File: src/rtl/regbank_ic_pkg.sv
// Shared types and default sizes for the regbank_ic register bank.
// Backup sweep states plus the default width and register count.
package regbank_ic_pkg;

    localparam int REGBANK_N_DEFAULT    = 32;
    localparam int REGBANK_NREG_DEFAULT = 8;

    typedef enum logic [1:0] {
        BK_IDLE = 2'd0,
        BK_SCAN = 2'd1,
        BK_SEND = 2'd2,
        BK_DONE = 2'd3
    } bk_state_e;

endpackage

File: src/rtl/regbank_ic_backup_fsm.sv
// Backup sweep engine: walks the register index once, streaming dirty entries
// over a valid/ack handshake. Valid holds addr/data stable until the ack edge.
module regbank_ic_backup_fsm
    import regbank_ic_pkg::*;
#(
    parameter  int N    = REGBANK_N_DEFAULT,
    parameter  int NREG = REGBANK_NREG_DEFAULT,
    localparam int AW   = $clog2(NREG)
) (
    input  logic          i_clk,
    input  logic          i_rst,
    input  logic          i_start,
    input  logic          i_abort,
    input  logic          i_ack,
    input  logic          i_idx_dirty,
    input  logic [N-1:0]  i_idx_data,
    input  logic          i_wr_hit,
    output logic [AW-1:0] o_idx,
    output logic          o_clr_dirty,
    output logic          o_valid,
    output logic          o_busy,
    output logic          o_done,
    output logic [AW-1:0] o_addr,
    output logic [N-1:0]  o_data,
    output bk_state_e     o_state
);

    bk_state_e     r_state;
    bk_state_e     w_state_nxt;
    logic [AW-1:0] r_idx;
    logic [AW-1:0] w_idx_nxt;
    logic [AW-1:0] r_addr;
    logic [N-1:0]  r_data;
    logic          r_redirty;
    logic          w_redirty_nxt;
    logic          w_capture;
    logic          w_last;

    always_ff @(posedge i_clk) begin
        if (i_rst) begin
            r_state   <= BK_IDLE;
            r_idx     <= '0;
            r_addr    <= '0;
            r_data    <= '0;
            r_redirty <= 1'b0;
        end else begin
            r_state   <= w_state_nxt;
            r_idx     <= w_idx_nxt;
            r_redirty <= w_redirty_nxt;
            if (w_capture) begin
                r_addr <= r_idx;
                r_data <= i_idx_data;
            end
        end
    end

    // r_redirty remembers a fresh write to the entry in flight, so the ack
    // must not clear a dirty bit that now covers newer data.
    always_comb begin
        w_state_nxt   = r_state;
        w_idx_nxt     = r_idx;
        w_redirty_nxt = r_redirty;
        w_capture     = 1'b0;
        o_clr_dirty   = 1'b0;
        w_last        = (r_idx == AW'(NREG - 1));
        case (r_state)
            BK_IDLE: begin
                if (i_start) begin
                    w_state_nxt = BK_SCAN;
                    w_idx_nxt   = '0;
                end
            end
            BK_SCAN: begin
                if (i_abort) begin
                    w_state_nxt = BK_IDLE;
                end else if (i_idx_dirty) begin
                    w_state_nxt   = BK_SEND;
                    w_capture     = 1'b1;
                    w_redirty_nxt = i_wr_hit;
                end else if (w_last) begin
                    w_state_nxt = BK_DONE;
                end else begin
                    w_idx_nxt = r_idx + AW'(1);
                end
            end
            BK_SEND: begin
                if (i_abort) begin
                    w_state_nxt = BK_IDLE;
                end else if (i_ack) begin
                    o_clr_dirty = !(r_redirty || i_wr_hit);
                    if (w_last) begin
                        w_state_nxt = BK_DONE;
                    end else begin
                        w_state_nxt = BK_SCAN;
                        w_idx_nxt   = r_idx + AW'(1);
                    end
                end else if (i_wr_hit) begin
                    w_redirty_nxt = 1'b1;
                end
            end
            BK_DONE: begin
                w_state_nxt = BK_IDLE;
            end
            default: begin
                w_state_nxt = BK_IDLE;
            end
        endcase
    end

    assign o_idx   = r_idx;
    assign o_valid = (r_state == BK_SEND);
    assign o_busy  = (r_state == BK_SCAN) || (r_state == BK_SEND);
    assign o_done  = (r_state == BK_DONE);
    assign o_addr  = r_addr;
    assign o_data  = r_data;
    assign o_state = r_state;

endmodule

File: src/rtl/regbank_ic.sv
// Register bank with per-entry dirty tracking, restore port and backup sweep.
// Build macro REGBANK_IC_PWR_SIM_EN makes i_pwr_off act as a reset.
module regbank_ic
    import regbank_ic_pkg::*;
#(
    parameter  int N    = REGBANK_N_DEFAULT,
    parameter  int NREG = REGBANK_NREG_DEFAULT,
    localparam int AW   = $clog2(NREG)
) (
    input  logic            i_clk,
    input  logic            i_rst,
    input  logic            i_wr_en,
    input  logic [AW-1:0]   i_wr_addr,
    input  logic [N-1:0]    i_wr_data,
    input  logic [AW-1:0]   i_rd_addr,
    output logic [N-1:0]    o_rd_data,
    output logic [NREG-1:0] o_dirty_mask,
    input  logic            i_backup_en,
    output logic            o_backup_valid,
    output logic [AW-1:0]   o_backup_addr,
    output logic [N-1:0]    o_backup_data,
    input  logic            i_backup_ack,
    output logic            o_backup_busy,
    output logic            o_backup_done,
    input  logic            i_restore_en,
    input  logic [AW-1:0]   i_restore_addr,
    input  logic [N-1:0]    i_restore_data,
    input  logic            i_rst_drtyctrl,
    input  logic            i_pwr_off,
    output bk_state_e       o_dbg_state
);

    logic [N-1:0]    r_mem [NREG];
    logic [NREG-1:0] r_dirty;
    logic [NREG-1:0] w_dirty_nxt;
    logic            w_rst;
    logic            w_wr_qual;
    logic            w_wr_hit;
    logic            w_clr_dirty;
    logic [AW-1:0]   w_idx;

`ifdef REGBANK_IC_PWR_SIM_EN
    assign w_rst = i_rst | i_pwr_off;
`else
    assign w_rst = i_rst | (i_pwr_off & 1'b0);
`endif

    // Restore owns the storage port; a same-cycle write never qualifies.
    assign w_wr_qual = i_wr_en && !i_restore_en && (i_wr_data != r_mem[i_wr_addr]);
    assign w_wr_hit  = w_wr_qual && (i_wr_addr == w_idx);

    always_ff @(posedge i_clk) begin
        if (w_rst) begin
            for (int i = 0; i < NREG; i++) begin
                r_mem[i] <= '0;
            end
            r_dirty <= '0;
        end else begin
            if (i_restore_en) begin
                r_mem[i_restore_addr] <= i_restore_data;
            end else if (w_wr_qual) begin
                r_mem[i_wr_addr] <= i_wr_data;
            end
            r_dirty <= w_dirty_nxt;
        end
    end

    always_comb begin
        w_dirty_nxt = r_dirty;
        if (w_clr_dirty) begin
            w_dirty_nxt[w_idx] = 1'b0;
        end
        if (i_restore_en) begin
            w_dirty_nxt[i_restore_addr] = 1'b0;
        end
        if (w_wr_qual) begin
            w_dirty_nxt[i_wr_addr] = 1'b1;
        end
        if (i_rst_drtyctrl) begin
            w_dirty_nxt = '0;
        end
    end

    regbank_ic_backup_fsm #(
        .N    (N),
        .NREG (NREG)
    ) u_backup_fsm (
        .i_clk       (i_clk),
        .i_rst       (w_rst),
        .i_start     (i_backup_en),
        .i_abort     (i_restore_en | i_rst_drtyctrl),
        .i_ack       (i_backup_ack),
        .i_idx_dirty (r_dirty[w_idx]),
        .i_idx_data  (r_mem[w_idx]),
        .i_wr_hit    (w_wr_hit),
        .o_idx       (w_idx),
        .o_clr_dirty (w_clr_dirty),
        .o_valid     (o_backup_valid),
        .o_busy      (o_backup_busy),
        .o_done      (o_backup_done),
        .o_addr      (o_backup_addr),
        .o_data      (o_backup_data),
        .o_state     (o_dbg_state)
    );

    assign o_rd_data    = r_mem[i_rd_addr];
    assign o_dirty_mask = r_dirty;

endmodule

File: config.mk
export PLATFORM = sky130hd
export DESIGN_NAME = regbank_ic
export DESIGN_NICKNAME = d
export VERILOG_FILES = /design/src/rtl/regbank_ic_pkg.sv /design/src/rtl/regbank_ic_backup_fsm.sv /design/src/rtl/regbank_ic.sv
export SDC_FILE = /design/constraint.sdc
export NUM_CORES = 1
export LEC_CHECK = 0
export CORE_MARGIN = 3
export CORE_UTILIZATION = 45
export CTS_CLUSTER_SIZE = 40
export DETAILED_ROUTE_END_ITERATION = 12
export GPL_ROUTABILITY_DRIVEN = 0
export PLACE_DENSITY_LB_ADDON = 0.08
export SYNTH_ARGS = -nofsm -noshare
export SYNTH_HDL_FRONTEND = slang
export SYNTH_SLANG_ARGS = --single-unit
File: constraint.sdc
create_clock -name i_clk -period 9.3 [get_ports i_clk]
set_input_delay 1.395 -clock i_clk [delete_from_list [all_inputs] [get_ports i_clk]]
set_output_delay 1.395 -clock i_clk [all_outputs]
set_load 0.1 [all_outputs]
# Word level (Yosys, flattened, before mapping)
# Memory sizes are Yosys's and may differ from the RTL's. A register that Yosys moved wholly into a read port is not among the register bits.
# Index checks and enable logic that the tools add are counted.
# word_totals
register_bits	17
mem_bits_rw	256
out_inout_bits	80
word_cells	107
in_bits	81
n_memories	1
# classes
addsub	1
n_reduce_logical	19
n_lt_le_gt_ge	6
n_mux	53
n_bitwise	6
eq_ne	16
# memory_table
memory	depth	word_bits	rd	rd_clocked_by_memory_dff	write_ports	line	source
r_mem	8	32	3	1	8	regbank_ic.sv:33	logic [N-1:0] r_mem [NREG];
# op_table
op	count
32-bit two-way mux	2
32-bit OR reduction	2
32-bit inequality test	1
1-bit two-way mux	26
3-bit two-way mux	8
8-bit two-way mux	3
8-bit AND	2
8-bit NOT	2
2-bit two-way mux	7
3-bit by 4-bit less-than comparator with 1-bit output (second input constant)	3
6-bit AND reduction	2
2-bit inequality test (second input constant)	5
1-bit demux with 3-bit select	3
3-bit by 1-bit >= comparator with 1-bit output (second input constant)	3
3-bit case mux with 3 select lines	1
8-bit OR	1
2-bit case mux with 4 select lines	1
1-bit logical AND	6
2-bit by 1-bit inequality test with 1-bit output (second input constant)	3
2-bit equality test (second input constant)	2
4-bit by 1-bit inequality test with 1-bit output (second input constant)	1
3-bit by 1-bit adder with 3-bit output (second input constant)	1
1-bit binary-select mux with 3-bit select	1
3-bit equality test	1
12 further kinds	14

# Logic depth before layout (Yosys ltp)
# Gate-level depths: netlist of run 1.
# logic_depth
ltp_word	14
depth_mapped	15

# Modules after synthesis
# A second synthesis of run 1 with hierarchy kept.
# unflattened
hier_cells	1479
hier_area_um2	19269.7
# by_module_without_submodules
module	instances	seq_area_each_um2	cells_per_inst	area_per_inst_um2
regbank_ic	1	7847.5	1279	17663.2
regbank_ic_backup_fsm	1	820.8	200	1606.5

# Worst setup path after synthesis of run 1
# No wires, ideal clock.
# synth_path
path_kind	input to register
from	input i_wr_addr[0]
to	memory r_mem[4][0] in the netlist's numbering (enable)
arrival_time_ns	5.974
setup_slack_ns	2.861
cell_stages	12
setup_time_ns	0.466
path_buffers	4
cell_sequence	buf_2 > buf_2 > mux4_2 > mux2i_1 > xor2_1 > nand4_1 > nor4_4 > a31o_2 > buf_2 > buf_2 > a22oi_1 > o21ai_0
# synth_rtl
element	line	source
from (decl)	regbank_ic.sv:13	input logic [AW-1:0] i_wr_addr,
to (decl)	regbank_ic.sv:33	

==> metrics, run 1 <==
status finished, final reports clean; Clock Latency Late Sink 0.56 ns; first-iteration detailed-routing DRC count about 2000; GR Overflow Total 0; Worst Setup Path Type in -> reg; Comb power frac 20.2%; total clock buffers created by CTS 38; cts hold-fix bufs 0; largest fanout on the critical path 54; asr flop ratio synth 0%; HPWL after DPL 39200 µm; Clock transition at path regs 0.06 ns; pwr dens about 180 nW/µm²; hold crit path type reg -> reg; initial antenna violation count 0; Area growth syn-to-layout 17.3%; clock sink total 305; nets@finish 1829; Crit. End Element register; crit path cell chain clkdlybuf4s50_1 -> nor2b_1 -> buf_4 -> a22oi_1 -> a21oi_1 -> o22ai_1 -> nor4_2 -> a31o_4 -> a22oi_1 -> o21ai_4 -> buf_4; drt drc 0; mapped cell area 18700 µm²; Ports 161; register area 8670 µm²; Avg Inst Size Synth 11.2 µm²; unrepaired setup endpoints after global routing false; Peak VDD IR 135 µV; minimum clock period 6.67 ns; Avg WL per Cell 31.3 µm; leakage 7.01 nW; vias 16400; post-route ant nets 0; first-pass GRT wire length about 100000 µm; port buffer count 159; Sw Pwr between 1 and 1.5 mW; Initial Util 45.7%; most common cell in the netlist edfxtp_1; final hold viol count 0; layout cell share with drive strength beyond 1 between 15 and 20%; largest net degree at the start of global routing 113; critical path's largest stage delay 0.89 ns; ant diodes 0; MaxCap Viol Count 0; die width 210 µm; top cells by area, synth edfxtp_1 (41%), mux4_2 (12%), dfxtp_1 (5.2%), a21oi_1 (3.9%), mux2i_1 (3.7%); Post-synth EDFFs 256; Post-synth top cells edfxtp_1 (256), nor2_1 (177), a21oi_1 (146), nand3_1 (137), clkbuf_1 (98); Post-CTS Setup Inserts 0; H-tree depth 2; die footprint between 40000 and 50000 µm²; Pre-Repair DR Iteration Count 7; Switching Fraction between 30 and 40%; vias in the first global route 16300; syn nets 1765; Setup Viol. Count Final 0; Layout Utilization 53.6%; Syn. warnings 0; final WL 72100 µm; CORE AREA 41000 µm²; multi-input logic area 9400 µm²; post-cts resize count 0; startpoint types primary input; cell count after synthesis 1677; Arr. time, crit path 6.88 ns; setup_tns 0 ns; clk buf depth 3; Slew Limit Fails 0; top-area cell type share of the netlist area 41.0%; CTS tree done; FF+latch count, synth approximately 310; # fillers approximately 3500; Worst-Margin Slew 1.17 ns; max frequency roughly 0.15 GHz; cell accounting for the most synthesized area edfxtp_1; Flop pwr share 41.5%; Internal 2.78 mW; Clock power frac a little under two fifths; critical path required time 9.52 ns; Final Cycle Share 71.7%; Worst Skew 0.0225 ns; Via density 7.12; Die Ht approximately 210 µm; Crit-path slowest cell o21ai_4; post-synthesis sequential area ratio 46.3%; GRT Total Usage about a third; ys flop type edfxtp_1; row cnt 74; Synth cell types slightly above 50; Root Buffer Master clkbuf_16; relative slew slack 22.1%
-- state kept, by name, summed over array words and instances, names as in the netlist --
signal,flops
o_dirty_mask,8
u_backup_fsm.o_idx,3
u_backup_fsm.o_state,2
r_mem,256
u_backup_fsm.r_redirty,1
u_backup_fsm.o_addr,3
u_backup_fsm.o_data,32
-- critical path: cells and delay by family --
kind / cells / cell delay [ns]
buf+inv: 3 / 1.59
compound gates: 6 / 2.53
simple gates: 2 / 1.31
-- metrics by stage --
| stage | area, µm² | std cells | total power, mW | hold WS, ns | worst slack (ns) |
|---|---|---|---|---|---|
| 4_1_cts | 22000 | 2302 | 3.98 | 0.470 | 2.69 |
| 2_1_floorplan | 18700 | 1677 | 2.20 | 0.439 | 2.86 |
| 6_report | 22000 | 2302 | 3.99 | 0.469 | 2.63 |
| 3_3_place_gp | 20700 | 2233 | 2.46 | 0.453 | 2.14 |
| 3_5_place_dp | 20700 | 2233 | 2.47 | 0.462 | 2.11 |
| 5_1_grt | 22000 | 2302 | 4.09 | 0.500 | 2.38 |
-- cell type report --
type                       count  area share [%]
multi-input combinational   1185            42.8
clock inverter                16           0.706
sequential                   305            39.5
tap                          532            3.03
inverter                       8           0.142
clock buffer                  53            5.11
timing repair buffer         203            8.75
-- power by group through the flow --
stage | Sequential [mW] | Clock [mW] | Combinational, mW
global placement | 1.67 | 0 | 0.788
floorplan | 1.66 | 0 | 0.536
CTS | 1.65 | 1.54 | 0.795
finish | 1.66 | 1.53 | 0.805
detailed placement | 1.68 | 0 | 0.792
global route | 1.66 | 1.59 | 0.835
-- worst paths after layout --
check                                             from                     end  slack [ns]  cells after the start
worst min register to register  u_backup_fsm.r_redirty  u_backup_fsm.r_redirty        0.47                      2
worst max register to register            r_mem[4][15]             r_mem[1][4]        4.07                      9
worst min-delay path            u_backup_fsm.r_redirty  u_backup_fsm.r_redirty        0.47                      2
worst max-delay path                      i_wr_addr[1]             r_mem[1][4]        2.63                     11
-- cell families after synthesis --
logic type      synth area share [%]
mux                             18.2
simple gates                    13.0
buf+inv                         4.57
xor+xnor                       0.888
fa+ha+maj                      0.468
compound gates                  16.6
flops                           46.3
-- per-layer routing --
metal,vias up,GRT usage (%),routed length [µm]
li1,6851,-,-
met1,8125,43.0,27300
met2,1210,49.6,33200
met3,215,6.94,8700
met4,0,14.1,2910
met5,-,0,0
-- cells in the final DEF (no fill, tap or decap), drive strengths merged, types with 6 or more instances in the layout --
cell and n:
and3 42, dfxtp 49, or3 8, inv 6, nand2b 6, edfxtp 256, and2 35, nor2 177
a32oi 65, nand4 52, clkbuf 53, a22oi 89, nand3 137, a21oi 147, ha 7, mux2 48
o22ai 14, clkinv 14, buf 51, mux4 96, a221oi 32, nor2b 6, nand2 8, o21ai 52
xor2 19, mux2i 70, nor3 6, a22o 40, clkdlybuf4s50 152
(Power assumes the default switching activity.)
==> run 2: changes to the inputs <==
==> constraint.sdc (replaced) <==
create_clock -name i_clk -period 6.9 [get_ports i_clk]
set_input_delay 1.035 -clock i_clk [delete_from_list [all_inputs] [get_ports i_clk]]
set_output_delay 1.035 -clock i_clk [all_outputs]
set_load 0.1 [all_outputs]
==> metrics, run 2 (synthesis gave the netlist of run 1 again) <==
status finished, final reports clean (unchanged); # fillers 3480 (was 3522); first-iteration detailed-routing DRC count 2273 (was 1992); GRT Total Usage 32.0% (was 31.8%); max reg flops 256 (unchanged); HPWL after DPL 40800 µm (was 39200 µm); largest fanout on the critical path 89 (was 54); CTS tree done (unchanged); vias in the first global route 16200 (was 16300); first-pass GRT wire length 105000 µm (about the same); final hold viol count 0 (unchanged); final WL 72600 µm (was 72100 µm); setup_tns 0 ns (unchanged); leading cell type in the layout, fill and taps excluded edfxtp_1 (unchanged); pwr dens 246 nW/µm² (was 182 nW/µm²); GR Overflow Total 0 (unchanged); Crit. End Element register (unchanged); H-tree depth 2 (unchanged); Final Cycle Share 81.0%; MaxCap Viol Count 0 (unchanged); cts hold-fix bufs 0 (unchanged); Worst-Margin Slew 1.21 ns (was 1.17 ns); clock sink total 305 (unchanged); layout cell share with drive strength beyond 1 16.8% (was 15.8%); Slew Limit Fails 0 (unchanged); hold crit path type reg -> reg (unchanged); Worst R2R End r_mem[0][21] (was r_mem[1][4]); Ports 161 (unchanged); die width 210 µm (unchanged); vias 16500 (was 16400); post-route ant nets 0 (unchanged); Peak VDD IR 146 µV (was 135 µV); drt drc 0 (unchanged); die footprint 44100 µm² (unchanged); Initial Util 45.7% (unchanged); Arr. time, crit path 5.97 ns (was 6.88 ns); Area growth syn-to-layout 18.6% (was 17.3%); Worst Setup SP i_wr_addr[1] (unchanged); Die Ht 210 µm (unchanged); Clock transition at path regs 0.06 ns (about the same); hold_sp u_backup_fsm.r_redirty (unchanged); Pre-Repair DR Iteration Count 6 (was 7); R2R cell count 9 (unchanged); Setup Viol. Count Final 0 (unchanged); Worst Setup Path Type in -> reg (unchanged); Clock Latency Late Sink 0.56 ns (about the same); CORE AREA 41000 µm² (unchanged); Hold Path End u_backup_fsm.r_redirty (unchanged); minimum clock period ~5.6 ns; startpoint types primary input (unchanged); port buffer count 159 (unchanged); relative slew slack 19.5% (was 22.1%); ant diodes 0 (unchanged); critical path required time 7.28 ns (was 9.52 ns); Reg-to-Reg Start r_mem[4][15] (unchanged); nets@finish 1848 (was 1829); Tot Pwr 5.46 mW (was 3.99 mW); initial antenna violation count 1 (was 0); total clock buffers created by CTS 37 (was 38); worst reg2reg setup slack 2.38 ns (was 4.07 ns); Worst Skew 0.0184 ns (was 0.0225 ns); commonest non-fill, non-tap cells in the layout edfxtp_1 (256), nor2_1 (174), clkdlybuf4s50_1 (152) (unchanged); max frequency 0.179 GHz; Via density 7.12 (about the same); row cnt 74 (unchanged); Hold Path Stages 2 (unchanged); unrepaired setup endpoints after global routing false (unchanged); Post-CTS Setup Inserts 0 (unchanged); most flop-heavy register r_mem (unchanged); Root Buffer Master clkbuf_16 (unchanged); Avg WL per Cell 31.3 µm (about the same); clk buf depth 3 (unchanged); post-cts resize count 0 (unchanged); largest net degree at the start of global routing 90 (was 113); leakage 7.14 nW (was 7.01 nW)
==> run 2: cell count changes in the layout (fill, tap and decap cells not counted), sizes merged <==
cell,before,now
clkbuf,53,47
inv,6,8
buf,51,71
clkinv,14,12
bufinv,3,7
==> run 2: final cells by class <==
type	count	area [µm²]	area share, %
clock inverter	20	277	1.24
sequential	305	8670	39.0
timing repair buffer	223	2150	9.67
tap	532	666	3.00
multi-input combinational	1185	9400	42.3
inverter	8	30.0	0.135
clock buffer	47	1030	4.62
==> run 2: power breakdown <==
group	switching [mW]	leakage (nW)	internal, mW
Combinational	0.727	3.70	0.377
Sequential	0.102	2.80	2.13
Clock	0.807	0.639	1.31
==> run 2: per-stage QoR <==
stage | util (%) | std cells | hold slack, ns | setup slack (ns) | cell area [µm²]
after CTS | 54.2 | 2320 | 0.470 | 1.45 | 22200
after detailed placement | 51.0 | 2253 | 0.462 | 0.880 | 20900
final | 54.2 | 2320 | 0.471 | 1.31 | 22200
after global placement | 51.0 | 2253 | 0.450 | 0.879 | 20900
after floorplan | - | 1677 | 0.439 | 0.821 | 18700
after global routing | 54.2 | 2320 | 0.505 | 1.18 | 22200
==> run 2: how the worst max path moves through the flow <==
stage                   endpoint  slack, ns  cells after the start
finish              r_mem[0][21]       1.31                     10
global route        r_mem[2][29]       1.18                     11
CTS                 r_mem[2][29]       1.45                     10
detailed placement  r_mem[2][23]       0.88                     10
global placement    r_mem[2][28]       0.88                     10
floorplan            r_mem[4][0]       0.82                     12
==> run 2: worst max-delay path: stages <==
cell             delay, ns
clkdlybuf4s50_1       0.68
inv_2                 0.68
mux2i_1               0.29
xor2_1                0.38
nand4_1               0.37
nor4_4                0.56
a31o_4                0.45
buf_4                 0.86
nand3_1               0.21
a21oi_1               0.27
==> run 2: layer usage <==
metal / share of wire, % / global-route usage [%] / vias up
met5: 0.018 / 0.754 / -
met4: 4.1 / 14.4 / 2
met3: 12 / 6.58 / 230
met2: 46 / 50.5 / 1242
met1: 38 / 43.0 / 8158
li1: - / - / 6881
==> run 3: changes to the inputs <==
==> constraint.sdc (replaced) <==
create_clock -name i_clk -period 5.75 [get_ports i_clk]
set_input_delay 0.8625 -clock i_clk [delete_from_list [all_inputs] [get_ports i_clk]]
set_output_delay 0.8625 -clock i_clk [all_outputs]
set_load 0.1 [all_outputs]
==> metrics, run 3 (synthesis gave the netlist of run 1 again) <==
clock sink total 305 (unchanged); Comb power frac 20.6% (was 20.2%); Layout Utilization 54.6% (was 54.2%); post-cts resize count 0 (unchanged); Area growth syn-to-layout 19.5% (was 18.6%); drt drc 0 (unchanged); relative slew slack 28.4% (was 19.5%); Clock power frac 38.1% (was 38.9%); ant diodes 0 (unchanged); Setup Viol. Count Final 0 (unchanged); # fillers 3518 (was 3480); Final Instance Area 22400 µm² (was 22200 µm²); hold slack final 0.487 ns (was 0.471 ns); first-pass GRT wire length 106000 µm (was 105000 µm); clk buf depth 3 (unchanged); max reg flops 256 (unchanged); Worst Setup SP i_wr_addr[0] (was i_wr_addr[1]); CORE AREA 41000 µm² (unchanged); critical path's largest stage delay 0.66 ns (was 0.86 ns); Crit-path slowest cell buf_6 (was buf_4); largest fanout on the critical path 63 (was 89); CTS tree done (unchanged); Root Buffer Master clkbuf_16 (unchanged); most flop-heavy register r_mem (unchanged); Post-CTS Setup Inserts 0 (unchanged); final hold viol count 0 (unchanged); post-route ant nets 0 (unchanged); nets@finish 1858 (was 1848); Crit. End Element register (unchanged); leading cell type in the layout, fill and taps excluded edfxtp_1 (unchanged); vias 16600 (was 16500); Final Cycle Share between 80% and 90%; status finished, final reports clean (unchanged); worst reg2reg setup slack 1.79 ns (was 2.38 ns); Internal 4.52 mW (was 3.82 mW); Worst Path Buf+Inv 3 (unchanged); Clock transition at path regs 0.06 ns (about the same); MaxCap Viol Count 0 (unchanged); Clock Latency Late Sink 0.56 ns (about the same); first-iteration detailed-routing DRC count 2496 (was 2273); cts hold-fix bufs 0 (unchanged); HPWL after DPL 41500 µm (was 40800 µm); die footprint 44100 µm² (unchanged); Die Ht 210 µm (unchanged); hold_sp u_backup_fsm.r_redirty (unchanged); Peak VDD IR 187 µV (was 146 µV); Worst Setup Path Type in -> reg (unchanged); Reg-to-Reg Start r_mem[7][15] (was r_mem[4][15]); Slew Limit Fails 0 (unchanged); Flop pwr share 41.3% (was 40.9%); commonest non-fill, non-tap cells in the layout edfxtp_1 (256), nor2_1 (174), clkdlybuf4s50_1 (152) (unchanged); pwr dens 290 nW/µm² (was 246 nW/µm²); Arr. time, crit path 4.95 ns (was 5.97 ns); GRT Total Usage 32.0% (about the same); crit path cell chain buf_6 -> mux4_2 -> mux2i_1 -> xor2_1 -> nand4_1 -> nor4_4 -> nand3_1 -> a32oi_4 -> buf_4 -> buf_12 -> a21oi_1 (was clkdlybuf4s50_1 -> inv_2 -> mux2i_1 -> xor2_1 -> nand4_1 -> nor4_4 -> a31o_4 -> buf_4 -> nand3_1 -> a21oi_1); max frequency 0.214 GHz; Worst-Margin Slew 1.07 ns (was 1.21 ns); GR Overflow Total 0 (unchanged); total clock buffers created by CTS 37 (unchanged); Ports 161 (unchanged); hold crit path type reg -> reg (unchanged); Avg WL per Cell 31.0 µm (was 31.3 µm); Initial Util 45.7% (unchanged); layout cell share with drive strength beyond 1 17.3% (was 16.8%); final WL 72200 µm (was 72600 µm); critical path required time 6.04 ns (was 7.28 ns); leakage 7.21 nW (was 7.14 nW); initial antenna violation count 0 (was 1); vias in the first global route 16400 (was 16200); largest net degree at the start of global routing 129 (was 90); kind of cell adding the most delay to the critical path simple AND/OR/NAND/NOR gates (was buffers and inverters); Sw Pwr 1.97 mW (was 1.64 mW); unrepaired setup endpoints after global routing false (unchanged); Switching Fraction 30.3% (was 30.0%); port buffer count 159 (unchanged); row cnt 74 (unchanged); DP Area 21100 µm² (was 20900 µm²); H-tree depth 2 (unchanged); Worst Skew 0.0132 ns (was 0.0184 ns); die width 210 µm (unchanged); minimum clock period 4.66 ns; startpoint types primary input (unchanged); Via density 7.10 (was 7.12); Pre-Repair DR Iteration Count 5 (was 6)
## run 3: changes by cell type in the layout (fill, tap and decap cells not counted)
cell        delta
buf_12        +10
clkbuf_8       +4
clkinv_2       -4
clkinvlp_4     +4
bufinv_16      -3
clkbuf_1       +2
clkinv_1       -2
## run 3: layer usage
metal | global-route usage (%) | share of wire [%]
met1 | 43.5 | 38
met2 | 50.8 | 46
met3 | 5.70 | 11
met4 | 14.2 | 4.2
met5 | 0 | 0
## run 3: path summary, 6_finish.rpt
path | end | cells after the start
min reg2reg | u_backup_fsm.r_redirty | 2
max | r_mem[2][19] | 11
max reg2reg | r_mem[2][19] | 10
min | u_backup_fsm.r_redirty | 2
## run 3: power by group through the flow
| stage | Combinational (mW) | Clock [mW] | Sequential, mW |
|---|---|---|---|
| 2_1_floorplan | 0.868 | 0 | 2.69 |
| 3_3_place_gp | 1.31 | 0 | 2.71 |
| 3_5_place_dp | 1.32 | 0 | 2.71 |
| 4_1_cts | 1.33 | 2.49 | 2.67 |
| 5_1_grt | 1.39 | 2.58 | 2.69 |
| 6_report | 1.34 | 2.47 | 2.68 |
## run 3: area by class of cell
class                      count  area (µm²)  area share, %
clock buffer                  53        1090           4.86
tap                          532         666           2.97
sequential                   305        8670           38.7
clock inverter                15         189          0.844
inverter                       8        30.0          0.134
timing repair buffer         233        2350           10.5
multi-input combinational   1185        9400           42.0
## run 3: stage by stage
stage | power (mW) | cells | TNS [ns] | worst slack, ns
after floorplan | 3.55 | 1677 | -10.04 | -0.157
after global placement | 4.02 | 2263 | 0 | 0.654
after detailed placement | 4.04 | 2263 | 0 | 0.598
after CTS | 6.49 | 2331 | 0 | 1.16
after global routing | 6.66 | 2331 | 0 | 0.923
final | 6.49 | 2331 | 0 | 1.09
## run 3: worst min-delay path, delay by kind of cell (launching register included)
family,cells,cell delay [ns]
AOI/OAI and AO/OA,2,0.12
DFF,1,0.32
